### config.mk
export PLATFORM = sky130hd
export DESIGN_NAME = fetch_pipe_ctrl
export DESIGN_NICKNAME = d
export VERILOG_FILES = /design/src/rtl/fetch_pipe_ctrl.sv
export SDC_FILE = /design/constraint.sdc
export NUM_CORES = 1
export LEC_CHECK = 0
export ABC_CLOCK_PERIOD_IN_PS = 4600
export CORE_MARGIN = 3
export CORE_UTILIZATION = 49
export CTS_CLUSTER_SIZE = 40
export DETAILED_ROUTE_END_ITERATION = 6
export HOLD_SLACK_MARGIN = 0.15
export PLACE_DENSITY_LB_ADDON = 0.3
export SYNTH_ARGS = -nofsm -noshare
export SYNTH_HDL_FRONTEND = slang
export SYNTH_SLANG_ARGS = --single-unit
### constraint.sdc
create_clock -name clk -period 4.6 [get_ports clk]
set_input_delay 0.92 -clock clk [delete_from_list [all_inputs] [get_ports clk]]
set_output_delay 0.92 -clock clk [all_outputs]
set_load 0.005 [all_outputs]
### src/rtl/fetch_pipe_ctrl.sv
// fetch_pipe_ctrl: PC, IF/ID and ID/EX registers driven by hazard holds/flushes and ID-stage redirects.
module fetch_pipe_ctrl #(
  parameter int XLEN = 32,
  parameter logic [XLEN-1:0] RESET_PC = 32'h0000_0000,
  parameter int CTRL_W = 9,
  parameter int CNT_W = 16
) (
  input  logic              clk,
  input  logic              rst_n,
  input  logic              PC_Hold,
  input  logic              IF_ID_Hold,
  input  logic              IF_Flush,
  input  logic              ID_EX_Flush,
  input  logic              Jump,
  input  logic [XLEN-1:0]   Jump_Target,
  input  logic              Branch_Taken,
  input  logic [XLEN-1:0]   Branch_Target,
  input  logic [XLEN-1:0]   IM_Instr,
  input  logic [CTRL_W-1:0] ID_Ctrl,
  output logic [XLEN-1:0]   IM_Addr,
  output logic [XLEN-1:0]   IF_ID_Instr,
  output logic [XLEN-1:0]   IF_ID_PC4,
  output logic              IF_ID_Valid,
  output logic [CTRL_W-1:0] ID_EX_Ctrl,
  output logic              ID_EX_Valid,
  output logic [CNT_W-1:0]  Stall_Count,
  output logic [CNT_W-1:0]  Flush_Count
);
  localparam logic [XLEN-1:0] FOUR = XLEN'(4);
  localparam logic [CNT_W-1:0] ONE = CNT_W'(1);
  logic [XLEN-1:0] pc, pc_plus4, pc_next, jump_tgt, branch_tgt;
  logic redirect, squash;
  assign jump_tgt = {Jump_Target[XLEN-1:2], 2'b00};
  assign branch_tgt = {Branch_Target[XLEN-1:2], 2'b00};
  assign pc_plus4 = pc + FOUR;
  assign pc_next = PC_Hold ? pc : Jump ? jump_tgt : Branch_Taken ? branch_tgt : pc_plus4;
  assign redirect = !PC_Hold && (Jump || Branch_Taken);
  // A held IF/ID keeps a stalled branch in ID, so its squash waits until release
  assign squash = !IF_ID_Hold && (IF_Flush || redirect);
  assign IM_Addr = pc;
  always_ff @(posedge clk or negedge rst_n) begin
    if (!rst_n) begin
      pc <= RESET_PC;
      IF_ID_Instr <= '0;
      IF_ID_PC4 <= '0;
      IF_ID_Valid <= 1'b0;
      ID_EX_Ctrl <= '0;
      ID_EX_Valid <= 1'b0;
      Stall_Count <= '0;
      Flush_Count <= '0;
    end else begin
      pc <= pc_next;
      if (!IF_ID_Hold) begin
        IF_ID_Instr <= squash ? '0 : IM_Instr;
        IF_ID_PC4 <= squash ? '0 : pc_plus4;
        IF_ID_Valid <= !squash;
      end
      ID_EX_Ctrl <= (ID_EX_Flush || !IF_ID_Valid) ? '0 : ID_Ctrl;
      ID_EX_Valid <= !ID_EX_Flush && IF_ID_Valid;
      if (PC_Hold && ~&Stall_Count) Stall_Count <= Stall_Count + ONE;
      if (squash && ~&Flush_Count) Flush_Count <= Flush_Count + ONE;
    end
  end
endmodule

==> results.md <==
* Initial Util at 51.0%
* I/O Pins at 252
* VDD IR max at 0.000251 V
* IO Port Bufs at 245
* Inserted Diodes at 0
* Cell taking the most area after synthesis: dfrtp_1
* Initial antenna violation count at 0
* Vias per cell at 5.99
* CTS HTree Levels at 4
* Actual slew at the worst max-slew pin at 1.14 ns
* Seq cells post-synth at 136
* Later-pin clock latency in the skew report at 0.42 ns
* Layout Cells excl Fill at 1,096
* Sw frac at 27.4%
* Ys async rst share at 100%
* Startpoint types: register
* Placed Area at 0.00936 mm^2
* Max FO, Critical Path at 24
* Post-Syn Instances at 690
* Seq/Total Area, Yosys at 49.6%
* Post-DP HPWL at 14,800 um
* Lkg Pwr at 4.15 nW
* Psw at 1.03 mW
* Status: finished, final reports clean
* Max-capacitance violation count at 0
* Crit-path cells: ha_1 -> inv_1 -> or4_1 -> o311a_1 -> a311o_1
* Final WL at 21,300 um
* Delay of the slowest critical-path stage at 0.93 ns
* CP Capture Type: register
* Power per cell area at 376 mW/mm^2
* Logic pwr share at 21.5%
* DR vias at 6,568
* Vias in the first global route at 6,524
* Global Route Usage Sum at 27.7%
* Top_reg_cell synth: dfrtp_1
* DIE WIDTH at 124 um
* Largest net degree at the start of global routing at 106
* Post-synth top area share at 49.6%
* WP data required at 4.90 ns
* Setup Fix Bufs, Post-CTS at 0
* Synth cell types at 61
* Post-Layout Inst Area at 0.00997 mm^2
* Crit path max-delay cell type: or4_1
* Synth-to-layout area growth at 45.3%
* Cell with the most instances after synthesis: dfrtp_1
* Inst Count DP at 1,064
* Cell Area, Synth at 0.00687 mm^2
* Wire length per cell at 19.5 um
* Fin. Hold Viols at 0
* Routed Antenna Nets at 0
* Worst path arrival time at 3.09 ns
* Clock root buffer: clkbuf_16
* Tcrit/Tclk final at 60.6%
* Die height at 124 um
* CORE AREA at 0.0135 mm^2
* Iter 0 DRT Violations at 575
* Critical path's top delay family: simple AND/OR/NAND/NOR gates
* Clock transition at the registers of the reported paths at 0.06 ns
* Row cnt at 42
* Relative slew slack at 23.5%
* Fmax at 359 MHz
* # nets final at 1,023
* Clk_skew at 0.00778 ns
* Max clock buf depth at 2
* GRT Residual Overflow at 0
* Min Tclk post-route at 2.79 ns
* Most frequent cells after synthesis: dfrtp_1 (136), nand2_1 (68), clkbuf_1 (42)
* Top cells by area, synth: dfrtp_1 (50%), a22o_1 (5.2%), nand2_1 (3.7%), o21ai_0 (2.5%), nand4_1 (2.4%)
* Post-CTS Hold Buffers at 0
* Crit Path Class: register to register
* DRC Markers at 0
* First-pass GRT wire length at 35,000 um
* Total iterations of the first detailed-routing run at 5
* Final setup vio count at 0
* CP bufs+invs at 1
* Final slew viol count at 0
* Setup TNS Final at 0 ns
* Post-synth EDFFs at 0
* Reg power frac at 41.0%
* Syn_area_per_cell at 9.95 um^2
* Share of layout cells above drive strength 1 at 6.63%
* Worst min path class: register to register
* RSZ-0062 raised after global routing: false
* Post-CTS Resized at 0
* CTS tree: built
* CTS Buf Count at 17
* Clock power frac at 37.6%
* YS warnings at 0
* RD Place Congestion at 0.917
* Die Area at 0.0155 mm^2
* Int Pwr at 2.72 mW
* CTS sink cnt at 136
-- path summary, 6_finish.rpt --
check	to	depth (start not counted)	slack, ns	startpoint
min	IF_ID_PC4[20]	2	0.48	IF_ID_PC4[20]
min reg2reg	IF_ID_PC4[20]	2	0.48	IF_ID_PC4[20]
min in group asynchronous	ID_EX_Ctrl[1]	1	0.54	rst_n
max in group asynchronous	Flush_Count[12]	2	3.03	rst_n
max reg2reg	IM_Addr[26]	5	1.81	IM_Addr[2]
max	IM_Addr[26]	5	1.81	IM_Addr[2]
-- state kept, by name, summed over array words and instances (netlist names) --
signal	count
IF_ID_Instr	32
IF_ID_PC4	31
Stall_Count	16
Flush_Count	16
IF_ID_Valid	1
ID_EX_Ctrl	9
IM_Addr	30
ID_EX_Valid	1
-- stage by stage --
step           util [%]  hold WS (ns)  power, mW  setup slack (ns)
3_3_place_gp       69.5         0.472       2.31              1.50
4_1_cts            74.1         0.485       3.77              1.85
2_1_floorplan         -         0.473       1.83              2.31
3_5_place_dp       69.5         0.467       2.35              1.44
5_1_grt            74.1         0.497       3.92              1.61
6_report           74.1         0.482       3.75              1.81
-- layout by cell type, fill, tap and decap left out, types with 16 or more instances in the layout --
master           synthesis  layout
xor2_1                  17      17
o211ai_1                18      18
inv_1                   17      17
clkbuf_16                0      17
nand4_1                 26      26
nand2_1                 68      68
o21ai_0                 34      34
dfrtp_1                136     136
a21oi_1                 20      20
nand3_1                 28      28
clkdlybuf4s50_1          0     242
a22o_1                  41      41
nor3_1                  25      24
nor2_1                  27      27
xnor2_1                 16      16
-- worst min-delay path: cells and delay by family (launching register included) --
family           cells  cell delay [ns]
DFF                  1             0.33
and+or+nand+nor      2             0.12
-- power groups by stage --
stage / registers [mW] / clock network [mW] / logic (mW)
floorplan: 1.51 / 0 / 0.319
global placement: 1.53 / 0 / 0.780
detailed placement: 1.55 / 0 / 0.806
CTS: 1.53 / 1.43 / 0.811
global route: 1.56 / 1.48 / 0.875
finish: 1.53 / 1.41 / 0.804
-- per-layer routing --
| layer | track usage, % | vias to the layer above | share of wire (%) |
|---|---|---|---|
| li1 | - | 3014 | - |
| met1 | 35.8 | 3173 | 41 |
| met2 | 44.6 | 337 | 48 |
| met3 | 6.69 | 44 | 8.2 |
| met4 | 12.0 | 0 | 3.0 |
| met5 | 0 | - | 0 |
-- cell families after synthesis --
kind of cell / share of synthesized area, %
buf+inv: 4.54
mux: 1.26
flops: 49.6
xor+xnor: 4.21
compound gates: 20.9
other cells: 0.0546
simple gates: 18.9
fa+ha+maj: 0.547
-- layout make-up --
class                           count  area (um^2)
Fill cell                         923         3480
Sequential cell                   136         3400
Multi-Input combinational cell    482         3170
Timing Repair Buffer              253         2500
Clock buffer                       21          470
Tap cell                          176          220
Clock inverter                     11          145
Inverter                           17         63.8
Note: power is estimated with default switching activity, not from simulation.
